### src/rtl/lsu_pkg.sv
// Shared definitions for the load/store unit: funct3 access encodings,
// access-size decode helpers and FSM state encoding.
package lsu_pkg;

   localparam logic [2:0] F3_B  = 3'b000;
   localparam logic [2:0] F3_H  = 3'b001;
   localparam logic [2:0] F3_W  = 3'b010;
   localparam logic [2:0] F3_BU = 3'b100;
   localparam logic [2:0] F3_HU = 3'b101;

   localparam logic [1:0] ST_IDLE  = 2'd0;
   localparam logic [1:0] ST_BEAT0 = 2'd1;
   localparam logic [1:0] ST_BEAT1 = 2'd2;
   localparam logic [1:0] ST_RESP  = 2'd3;

   typedef struct packed {
      logic        we;
      logic [2:0]  funct3;
      logic [1:0]  off;
      logic [31:0] wdata;
   } lsu_req_t;

   function automatic logic [2:0] access_size(input logic [2:0] funct3);
      case (funct3[1:0])
         2'b00:   access_size = 3'd1;
         2'b01:   access_size = 3'd2;
         default: access_size = 3'd4;
      endcase
   endfunction

   function automatic logic [3:0] lane_mask(input logic [2:0] funct3);
      case (funct3[1:0])
         2'b00:   lane_mask = 4'b0001;
         2'b01:   lane_mask = 4'b0011;
         default: lane_mask = 4'b1111;
      endcase
   endfunction

   // Unsigned variants only make sense for loads.
   function automatic logic funct3_legal(input logic [2:0] funct3, input logic we);
      case (funct3)
         F3_B, F3_H, F3_W: funct3_legal = 1'b1;
         F3_BU, F3_HU:     funct3_legal = ~we;
         default:          funct3_legal = 1'b0;
      endcase
   endfunction

   function automatic logic is_split(input logic [1:0] off, input logic [2:0] funct3);
      is_split = ({2'b00, off} + {1'b0, access_size(funct3)}) > 4'd4;
   endfunction

endpackage

### src/rtl/load_extend.sv
// Aligns a possibly word-straddling load from its two raw memory words,
// truncates it to the access size and sign- or zero-extends it.
module load_extend
   import lsu_pkg::*;
(
   input  logic [31:0] low_word,
   input  logic [31:0] high_word,
   input  logic [1:0]  off,
   input  logic [2:0]  funct3,
   output logic [31:0] data
);

   logic [31:0] aligned;

   assign aligned = 32'({high_word, low_word} >> {off, 3'b000});

   always_comb begin
      data = aligned;
      case (funct3)
         F3_B:    data = {{24{aligned[7]}}, aligned[7:0]};
         F3_H:    data = {{16{aligned[15]}}, aligned[15:0]};
         F3_BU:   data = {24'd0, aligned[7:0]};
         F3_HU:   data = {16'd0, aligned[15:0]};
         default: data = aligned;
      endcase
   end

endmodule

### src/rtl/load_store_unit.sv
// Byte/half/word load-store unit in front of a word-wide memory; misaligned
// accesses that straddle a word boundary are issued as two memory beats.
module load_store_unit
   import lsu_pkg::*;
#(
   parameter int ADDR_WIDTH = 15,
   parameter int DATA_WIDTH = 32
) (
   input  logic                  clk,
   input  logic                  rst,
   input  logic                  req_valid,
   output logic                  req_ready,
   input  logic                  req_we,
   input  logic [2:0]            req_funct3,
   input  logic [31:0]           req_addr,
   input  logic [31:0]           req_wdata,
   output logic                  resp_valid,
   output logic [31:0]           resp_rdata,
   output logic                  resp_err,
   output logic                  mem_we,
   output logic [3:0]            mem_be,
   output logic [2:0]            mem_op_read,
   output logic [ADDR_WIDTH-1:0] mem_addr,
   output logic [DATA_WIDTH-1:0] mem_wdata,
   input  logic [DATA_WIDTH-1:0] mem_rdata
);

   logic [1:0]            state_reg, state_next;
   lsu_req_t              req_reg;
   logic [ADDR_WIDTH-1:0] word_reg;
   logic [31:0]           low_reg, high_reg;
   logic                  err_reg;
   logic                  req_legal, req_split;
   logic [7:0]            be_span;
   logic [63:0]           wdata_span;
   logic [31:0]           load_data;
   logic                  unused_addr;

   // Byte address bits above the attached memory are ignored.
   assign unused_addr = ^req_addr[31:ADDR_WIDTH+2];

   assign req_legal  = funct3_legal(req_funct3, req_we);
   assign req_split  = is_split(req_reg.off, req_reg.funct3);
   // Two-word windows: low half drives beat 0, high half spills into beat 1.
   assign be_span    = {4'b0000, lane_mask(req_reg.funct3)} << req_reg.off;
   assign wdata_span = {32'd0, req_reg.wdata} << {req_reg.off, 3'b000};

   always_comb begin
      state_next = state_reg;
      case (state_reg)
         ST_IDLE:  if (req_valid) state_next = req_legal ? ST_BEAT0 : ST_RESP;
         ST_BEAT0: state_next = req_split ? ST_BEAT1 : ST_RESP;
         ST_BEAT1: state_next = ST_RESP;
         default:  state_next = ST_IDLE;
      endcase
   end

   always_ff @(posedge clk) begin
      if (rst) begin
         state_reg <= ST_IDLE;
         req_reg   <= '0;
         word_reg  <= '0;
         low_reg   <= '0;
         high_reg  <= '0;
         err_reg   <= 1'b0;
      end else begin
         state_reg <= state_next;
         case (state_reg)
            ST_IDLE: begin
               if (req_valid) begin
                  req_reg  <= '{we: req_we, funct3: req_funct3,
                                off: req_addr[1:0], wdata: req_wdata};
                  word_reg <= req_addr[ADDR_WIDTH+1:2];
                  err_reg  <= ~req_legal;
                  low_reg  <= '0;
                  high_reg <= '0;
               end
            end
            ST_BEAT0: if (!req_reg.we) low_reg <= mem_rdata;
            ST_BEAT1: if (!req_reg.we) high_reg <= mem_rdata;
            default: ;
         endcase
      end
   end

   always_comb begin
      mem_we    = 1'b0;
      mem_be    = '0;
      mem_addr  = word_reg;
      mem_wdata = '0;
      case (state_reg)
         ST_BEAT0: begin
            mem_we    = req_reg.we;
            mem_be    = be_span[3:0];
            mem_wdata = wdata_span[31:0];
         end
         ST_BEAT1: begin
            mem_we    = req_reg.we;
            mem_be    = be_span[7:4];
            mem_addr  = word_reg + ADDR_WIDTH'(1);
            mem_wdata = wdata_span[63:32];
         end
         default: ;
      endcase
      // A reset arriving mid-access must not let the pending beat land.
      if (rst) mem_we = 1'b0;
   end

   load_extend u_load_extend (
      .low_word  (low_reg),
      .high_word (high_reg),
      .off       (req_reg.off),
      .funct3    (req_reg.funct3),
      .data      (load_data)
   );

   assign mem_op_read = 3'b010;
   assign req_ready   = (state_reg == ST_IDLE) && !rst;
   assign resp_valid  = (state_reg == ST_RESP) && !rst;
   assign resp_err    = resp_valid && err_reg;
   assign resp_rdata  = (resp_valid && !err_reg && !req_reg.we) ? load_data : '0;

endmodule

### config.mk
export PLATFORM = sky130hd
export DESIGN_NAME = load_store_unit
export DESIGN_NICKNAME = d
export VERILOG_FILES = /design/src/rtl/lsu_pkg.sv /design/src/rtl/load_extend.sv /design/src/rtl/load_store_unit.sv
export SDC_FILE = /design/constraint.sdc
export NUM_CORES = 1
export LEC_CHECK = 0
export BUFFER_PORTS_ARGS = -buffer_cell sky130_fd_sc_hd__buf_2
export CORE_MARGIN = 4
export CORE_UTILIZATION = 50
export DETAILED_ROUTE_END_ITERATION = 8
export GPL_TIMING_DRIVEN = 0
export PLACE_DENSITY = 0.75
export SLEW_MARGIN = 20
export SYNTH_ARGS = -nofsm -noshare
export SYNTH_HDL_FRONTEND = slang
export SYNTH_SLANG_ARGS = --single-unit
### constraint.sdc
create_clock -name clk -period 4.1 [get_ports clk]
set_clock_uncertainty 0.1 [all_clocks]
set_input_delay 0.615 -clock clk [delete_from_list [all_inputs] [get_ports clk]]
set_output_delay 0.615 -clock clk [all_outputs]
set_load 0.01 [all_outputs]
==> impl_metrics.tcl, run 1 <==
set metrics [dict create \
    run_status "finished clean" \
    yosysWarnings 0 \
    wire_per_inst_um 18.4 \
    dieArea_um2 15100 \
    drv_slew 0 \
    netlist.area_leader.share 0.339 \
    max_cap_violations 0 \
    clkSinkCount 112 \
    first_global_vias 6887 \
    place_congestion 0.997 \
    gr-total-overflow 0 \
    end_kind "output port" \
    synth_area_leaders "dfxtp_1, nand2_1, a21oi_1" \
    cts_tree "yes" \
    first_iter_violations 750 \
    drt-vias-per-instance 5.83 \
    grt_max_degree 20 \
    hold_ws_ns 0.353 \
    ys_seq_area_frac 0.339 \
    cp_common_cell "clkbuf_1" \
    path_class "reg -> out" \
    track_usage 0.301 \
    drive_gt1_frac 0.225 \
    initial_utilization 0.518 \
    ys_ff_latch 112 \
    hold_buffers 0 \
    post_cts_buffers 0 \
    largest_reg_flops 38 \
    final_cell_mix "nand2_1, buf_2, a21oi_1" \
    worst_slack_ns 0.185 \
    clk_path_buf_depth 2 \
    crit_arrival_ns 3.20 \
    cts_max_level 3 \
    yosysTopAreaCell "dfxtp_1" \
    synth_top_family_by_area "simple AND/OR/NAND/NOR gates" \
    critPathMaxStageDelay_ns 0.55 \
    placed_cell_area_um2 7700 \
    final_common_cell "nand2_1" \
    synth_compound_area_frac 0.159 \
    die_y_um 123 \
    tightestPinTransition_ns 0.800 \
    synthArstFlopShare 0 \
    drtAntennaViolNets 0 \
    period_share 0.955 \
    io_pins 193 \
    antenna_found_initial 0 \
    p_leak_nw 3.11 \
    grt_pass1_wl_um 35300 \
    report.final.setup_viol 0 \
    worst-path-max-fanout 10 \
    fmax_ghz 0.255 \
    hold_viol_final 0 \
    synth_ff_type "dfxtp_1" \
    wl_um 22400 \
    drtPass1Iterations 5 \
    synthSimpleGateAreaFrac 0.250 \
    muxShareOfSynthArea 0.157 \
    rsz0062_at_grt "false" \
    vias 7111 \
    p_per_area_nw_per_um2 544 \
    crit_required_ns 3.38 \
    clock_latency_ns 0.36 \
    fin_total_pwr_mw 4.36 \
    nets 1154 \
    synth-edff-count 0 \
    synth_area_um2 6620 \
    crit_path_top_delay_cell "buf_1" \
    postLayoutCellArea_um2 8020 \
    coreArea_um2 12800 \
    crit_chain "clkbuf_1 -> clkbuf_1 -> buf_1 -> a211oi_1 -> o41ai_1 -> buf_2" \
    synth_xor_area_frac 0.0185 \
    drc_errors 0 \
    hpwl_um 17000 \
    synth_fa_ha_area_frac 0.0200 \
    path_clk_slew_ns 0.07 \
    min_path_type "reg -> reg" \
    dp_slack_ns 0.685 \
    relSlewSlack 0.467 \
    ys_types 44 \
    start_kind "flip-flop" \
    synth.avg_cell_area_um2 7.73 \
    rows 41 \
    area_growth_pct 21.1 \
    syn_inst 856 \
    cts_made_buffers 9 \
    finalSetupTns_ns 0 \
    cts_resized 0 \
    cts-root-buf "clkbuf_16" \
    portBuffers 173 \
    chipWidth_um 123 \
    period_needed_ns 3.91 \
    ir_worst_vdd_mv 0.332 \
]
==> power breakdown <==
part / internal, mW / switching (mW) / leakage, nW
Combinational: 0.628 / 1.34 / 2.04
Sequential: 1.27 / 0.198 / 0.912
Clock: 0.500 / 0.436 / 0.155
Total: 2.39 / 1.97 / 3.11
==> cells in the mapped netlist (all sizes together), types with 2 or more instances <==
master and instances:
nand2 218, a21oi 132, dfxtp 112, nand3 71
clkbuf 50, mux2i 33, nor2b 33, mux4 29
buf 28, nor2 23, o22ai 16, o21ai 13
inv 10, xnor2 10, a22oi 9, ha 9
o2bb2ai 8, and2 7, mux2 5, or3 5
nand4 4, xor2 4, nand3b 3, nor3 3
a211o 2, a211oi 2, conb 2, nand2b 2
o21a 2
==> worst max-delay path, delay by kind of cell (launching register included) <==
family / cells / cell delay, ns
buffers and inverters: 4 / 1.76
AOI/OAI and AO/OA: 2 / 0.68
DFF: 1 / 0.40
==> cell type report <==
class,instances,area [um2]
Buffer,78,328
Fill cell,1200,4760
Antenna cell,1,2.50
Timing Repair Buffer,173,866
Inverter,10,37.5
Sequential cell,112,2240
Multi-Input combinational cell,657,4020
Tap cell,172,215
Clock buffer,10,239
Clock inverter,6,72.6
==> final timing paths <==
kind                                                   to  slack [ns]  depth (start not counted)                     start
worst min register to register    low_reg[3]$_SDFFE_PP0P_        0.35                          2   low_reg[3]$_SDFFE_PP0P_
worst max register to register  state_reg[0]$_SDFFE_PP0P_        1.23                         10  req_reg[35]$_SDFFE_PP0P_
worst max-delay path                       resp_rdata[23]        0.19                          6  req_reg[33]$_SDFFE_PP0P_
worst min-delay path              low_reg[3]$_SDFFE_PP0P_        0.35                          2   low_reg[3]$_SDFFE_PP0P_
==> metal layers <==
metal | vias up | part of all wire | track usage
met3 | 51 | 0.12 | 0.0929
met2 | 404 | 0.44 | 0.445
met5 | - | 0 | 0
met1 | 3315 | 0.42 | 0.417
li1 | 3341 | - | -
met4 | 0 | 0.027 | 0.107
==> kinds of logic (layout without fill, tap and decap cells) <==
| family | count (synthesis) | after routing |
|---|---|---|
| other cells | 2 | 4 |
| compound gates | 189 | 189 |
| fa+ha+maj | 10 | 10 |
| simple gates | 374 | 374 |
| buf+inv | 88 | 277 |
| flops | 112 | 112 |
| mux | 67 | 67 |
| xor+xnor | 14 | 14 |
==> through the flow <==
step | utilization | std cells
floorplan | - | 857
global placement | 0.603 | 1202
detailed placement | 0.603 | 1202
CTS | 0.627 | 1218
global route | 0.627 | 1218
finish | 0.628 | 1219
Note: power is estimated with default switching activity, not from simulation.
==> run 2: changes to the inputs <==
--- a/constraint.sdc
+++ b/constraint.sdc
@@ -4,2 +4,2 @@
 set_output_delay 0.615 -clock clk [all_outputs]
-set_load 0.01 [all_outputs]
+set_load 0.05 [all_outputs]
==> impl_metrics.tcl, run 2 (synthesized netlist as in run 1, its figures left out) <==
set metrics [dict create \
    p_int_mw 2.40 \
    hold_ws_ns 0.353 \
    p_comb_frac 0.474 \
    seq_area_um2 2240 \
    cp-startpoint "state_reg[0]$_SDFFE_PP0P_" \
    p_seq_frac 0.321 \
    period_share 0.967 \
    postLayoutCellArea_um2 8020 \
    antenna_found_initial 0 \
    p_per_area_nw_per_um2 569 \
    die_y_um 123 \
    end_kind "output port" \
    rows 41 \
    tightestPinTransition_ns 0.774 \
    period_needed_ns 3.96 \
    first_global_vias 6887 \
    worstSetupEndpoint "mem_wdata[27]" \
    grt_max_degree 20 \
    path_clk_slew_ns 0.08 \
    multi_input_area_um2 4020 \
    place_congestion 0.997 \
    post_cts_buffers 0 \
    crit_required_ns 3.38 \
    drc_errors 0 \
    fmax_ghz 0.252 \
    dieArea_um2 15100 \
    gr-total-overflow 0 \
    start_kind "flip-flop" \
    io_pins 193 \
    worstRegToRegCells 10 \
    worstReg2RegEnd "state_reg[0]$_SDFFE_PP0P_" \
    finalSetupTns_ns 0 \
    fillerInstances 1202 \
    wl_um 22500 \
    final_util 0.628 \
    worstReg2RegStart "req_reg[35]$_SDFFE_PP0P_" \
    ir_worst_vdd_mv 0.385 \
    dp_slack_ns 0.552 \
    area_growth_pct 21.2 \
    path_class "reg -> out" \
    drtPass1Iterations 5 \
    run_status "finished clean" \
    initial_utilization 0.518 \
    report.final.setup_viol 0 \
    cts-root-buf "clkbuf_16" \
    instances_no_fill 1219 \
    nets 1154 \
    dp_cells 1202 \
    drv_slew 0 \
    placed_cell_area_um2 7700 \
    chipWidth_um 123 \
    drtAntennaViolNets 0 \
    hpwl_um 17000 \
    grt_pass1_wl_um 35300 \
    cts_tree "yes" \
    min_path_type "reg -> reg" \
    cts_made_buffers 9 \
    drt-vias-per-instance 5.83 \
    cts_max_level 3 \
    largest_reg_flops 38 \
    rrSetupSlack_ns 1.25 \
    final_common_cell "nand2_1" \
    worst-path-max-fanout 10 \
    netSwitchingFraction 0.475 \
    p_clk_frac 0.205 \
    drive_gt1_frac 0.227 \
    hold_buffers 0 \
    max_cap_violations 0 \
    final_cell_mix "nand2_1, buf_2, a21oi_1" \
    vias 7101 \
    p_leak_nw 3.12 \
    crit_arrival_ns 3.25 \
    hold_viol_final 0 \
    first_iter_violations 706 \
    worst_slack_ns 0.136 \
    clk_path_buf_depth 2 \
    clkSinkCount 112 \
    rsz0062_at_grt "false" \
    fin_total_pwr_mw 4.56 \
    clock_latency_ns 0.36 \
    coreArea_um2 12800 \
    switching_power_mw 2.16 \
    track_usage 0.301 \
    relSlewSlack 0.484 \
    wire_per_inst_um 18.5 \
    portBuffers 173 \
]
-- run 2: timing repair --
action,4_1_cts,5_1_grt
resized for setup,0,4
setup endpoints to repair,0,5
hold endpoints to repair,0,0
-- run 2: critical path, cell delays in order, from the launching register on --
cell and delay, ns:
dfxtp_1 0.42, ha_1 0.22, clkbuf_1 0.41, buf_1 0.53, nand3b_1 0.33, clkbuf_1 0.33, o22ai_1 0.31, buf_2 0.33
-- run 2: how the worst min path moves through the flow --
stage	startpoint	end	slack [ns]	cells after the start
2_1_floorplan	high_reg[16]$_SDFFE_PP0P_	high_reg[16]$_SDFFE_PP0P_	0.33	2
3_3_place_gp	high_reg[17]$_SDFFE_PP0P_	high_reg[17]$_SDFFE_PP0P_	0.34	2
3_5_place_dp	high_reg[17]$_SDFFE_PP0P_	high_reg[17]$_SDFFE_PP0P_	0.35	2
4_1_cts	low_reg[6]$_SDFFE_PP0P_	low_reg[6]$_SDFFE_PP0P_	0.35	2
6_report	low_reg[3]$_SDFFE_PP0P_	low_reg[3]$_SDFFE_PP0P_	0.35	2
5_1_grt	low_reg[6]$_SDFFE_PP0P_	low_reg[6]$_SDFFE_PP0P_	0.37	2
-- run 2: layout make-up --
type / count / area share
Sequential cell: 112 / 0.280
Clock buffer: 10 / 0.0298
Timing Repair Buffer: 173 / 0.108
Inverter: 10 / 0.00468
Tap cell: 172 / 0.0268
Clock inverter: 6 / 0.00905
Multi-Input combinational cell: 657 / 0.501
Antenna cell: 1 / 0.000312
Buffer: 78 / 0.0412
-- run 2: per-layer routing --
layer	up-vias	share of wire	global-route usage	wire length [um]
li1	3337	-	-	-
met1	3310	0.42	0.417	9400
met2	406	0.43	0.445	9800
met3	48	0.12	0.0929	2770
met4	0	0.025	0.107	568
met5	-	0	0	0
-- run 2: power groups by stage --
stage	combinational, mW	sequential (mW)	clock [mW]
finish	2.16	1.46	0.934
global route	2.34	1.49	0.992
CTS	2.12	1.45	0.942
detailed placement	2.11	1.48	0
global placement	2.09	1.47	0
floorplan	1.53	1.40	0
==> run 3: changes to the inputs <==
Settings changed: CORE_MARGIN 4 to unset.
==> impl_metrics.tcl, run 3 (synthesized netlist as in run 1, its figures left out) <==
set metrics [dict create \
    ir_worst_vdd_mv 0.319 \
    tightestPinTransition_ns 0.812 \
    area_growth_pct 20.9 \
    crit_cells 8 \
    initial_utilization 0.518 \
    wire_per_inst_um 17.9 \
    path_class "reg -> out" \
    nets 1154 \
    hpwl_um 16600 \
    wl_um 21800 \
    drtAntennaViolNets 0 \
    period_share 0.984 \
    vias 6998 \
    period_needed_ns 4.04 \
    io_pins 193 \
    final_common_cell "nand2_1" \
    clkSinkCount 112 \
    finalSetupTns_ns 0 \
    drtPass1Iterations 5 \
    rows 41 \
    cp.buffers_inverters 5 \
    p_leak_nw 3.10 \
    grt_max_degree 19 \
    crit_required_ns 3.38 \
    clk_path_buf_depth 2 \
    portBuffers 173 \
    p_per_area_nw_per_um2 566 \
    worstRegToRegCells 10 \
    track_usage 0.326 \
    worst_slack_ns 0.0637 \
    rrSetupSlack_ns 1.25 \
    report.final.setup_viol 0 \
    worstReg2RegStart "req_reg[35]$_SDFFE_PP0P_" \
    critPathMaxStageDelay_ns 0.53 \
    cp_top_family "buffers and inverters" \
    dieArea_um2 13700 \
    coreArea_um2 12800 \
    max_cap_violations 0 \
    run_status "finished clean" \
    worst-path-max-fanout 10 \
    cts_max_level 3 \
    min-delay-start "low_reg[2]$_SDFFE_PP0P_" \
    chipWidth_um 117 \
    drive_gt1_frac 0.224 \
    end_kind "output port" \
    rsz0062_at_grt "false" \
    dp_slack_ns 0.580 \
    crit_path_top_delay_cell "clkbuf_1" \
    path_clk_slew_ns 0.07 \
    holdPathEnd "low_reg[2]$_SDFFE_PP0P_" \
    cts_tree "yes" \
    min_path_type "reg -> reg" \
    fin_total_pwr_mw 4.53 \
    final_cell_mix "nand2_1, buf_2, a21oi_1" \
    crit_chain "inv_1 -> ha_1 -> clkbuf_1 -> clkbuf_1 -> nand3b_1 -> clkbuf_1 -> o22ai_1 -> buf_2" \
    postLayoutCellArea_um2 8000 \
    placed_cell_area_um2 7700 \
    min_path_cells 2 \
    antenna_found_initial 1 \
    start_kind "flip-flop" \
    drv_slew 0 \
    crit_arrival_ns 3.32 \
    hold_ws_ns 0.355 \
    cts_made_buffers 9 \
    cts-root-buf "clkbuf_16" \
    worstReg2RegEnd "state_reg[0]$_SDFFE_PP0P_" \
    relSlewSlack 0.459 \
    hold_viol_final 0 \
    grt_pass1_wl_um 33300 \
    cp_common_cell "clkbuf_1" \
    post_cts_buffers 0 \
    largest_reg_flops 38 \
    die_y_um 117 \
    gr-total-overflow 0 \
    fmax_ghz 0.248 \
    first_global_vias 6254 \
    clock_latency_ns 0.36 \
    first_iter_violations 835 \
    drc_errors 0 \
    place_congestion 0.962 \
    drt-vias-per-instance 5.75 \
]
## run 3: cell types whose count changed in the layout (fill, tap and decap cells not counted)
cell        previous run  this run
clkbuf_2               2         1
clkbuf_8               1         0
clkinv_2               1         0
clkbuf_1              48        50
inv_6                  2         1
clkinvlp_4             0         1
## run 3: area by class of cell
class / count / area, um2
sequential: 112 / 2240
fill: 1211 / 4770
multi-input combinational: 657 / 4020
clock buffer: 10 / 229
antenna: 1 / 2.50
clock inverter: 5 / 66.3
tap: 172 / 215
inverter: 10 / 37.5
timing repair buffer: 173 / 866
buffer: 78 / 329
## run 3: worst max-delay path by stage
stage                                          from              to  slack, ns
after CTS                  req_reg[33]$_SDFFE_PP0P_   mem_wdata[27]       0.18
final                     state_reg[1]$_SDFFE_PP0P_   mem_wdata[27]       0.06
after detailed placement   req_reg[33]$_SDFFE_PP0P_   mem_wdata[27]       0.58
after global routing      state_reg[1]$_SDFFE_PP0P_   mem_wdata[27]       0.02
after global placement     req_reg[33]$_SDFFE_PP0P_       mem_be[2]       0.58
after floorplan            req_reg[33]$_SDFFE_PP0P_  resp_rdata[23]       0.34
## run 3: metrics by stage
step | util | instances
3_5_place_dp | 0.603 | 1202
5_1_grt | 0.626 | 1217
2_1_floorplan | - | 857
4_1_cts | 0.626 | 1217
6_report | 0.627 | 1218
3_3_place_gp | 0.603 | 1202
## run 3: what timing repair did
action | CTS | global route
gates resized for setup | 0 | 2
setup endpoints to repair | 0 | 10
hold buffers | 0 | 0
## run 3: where the power goes
part	leakage (nW)	internal (mW)	switching [mW]
Sequential	0.912	1.27	0.197
Clock	0.141	0.479	0.425
Combinational	2.05	0.630	1.53
## run 3: per-layer routing
metal / part of all wire / vias up / wire length, um / global-route usage
li1: - / 3346 / - / -
met2: 0.44 / 391 / 9500 / 0.479
met4: 0.024 / 2 / 512 / 0.111
met3: 0.12 / 44 / 2560 / 0.0870
met5: 0.00046 / - / 10 / 0
met1: 0.42 / 3215 / 9180 / 0.464
## run 3: tightest hold or removal path, cell delays in order (launching register included)
cell and delay, ns:
dfxtp_1 0.31, nand2_1 0.05, a21oi_1 0.05
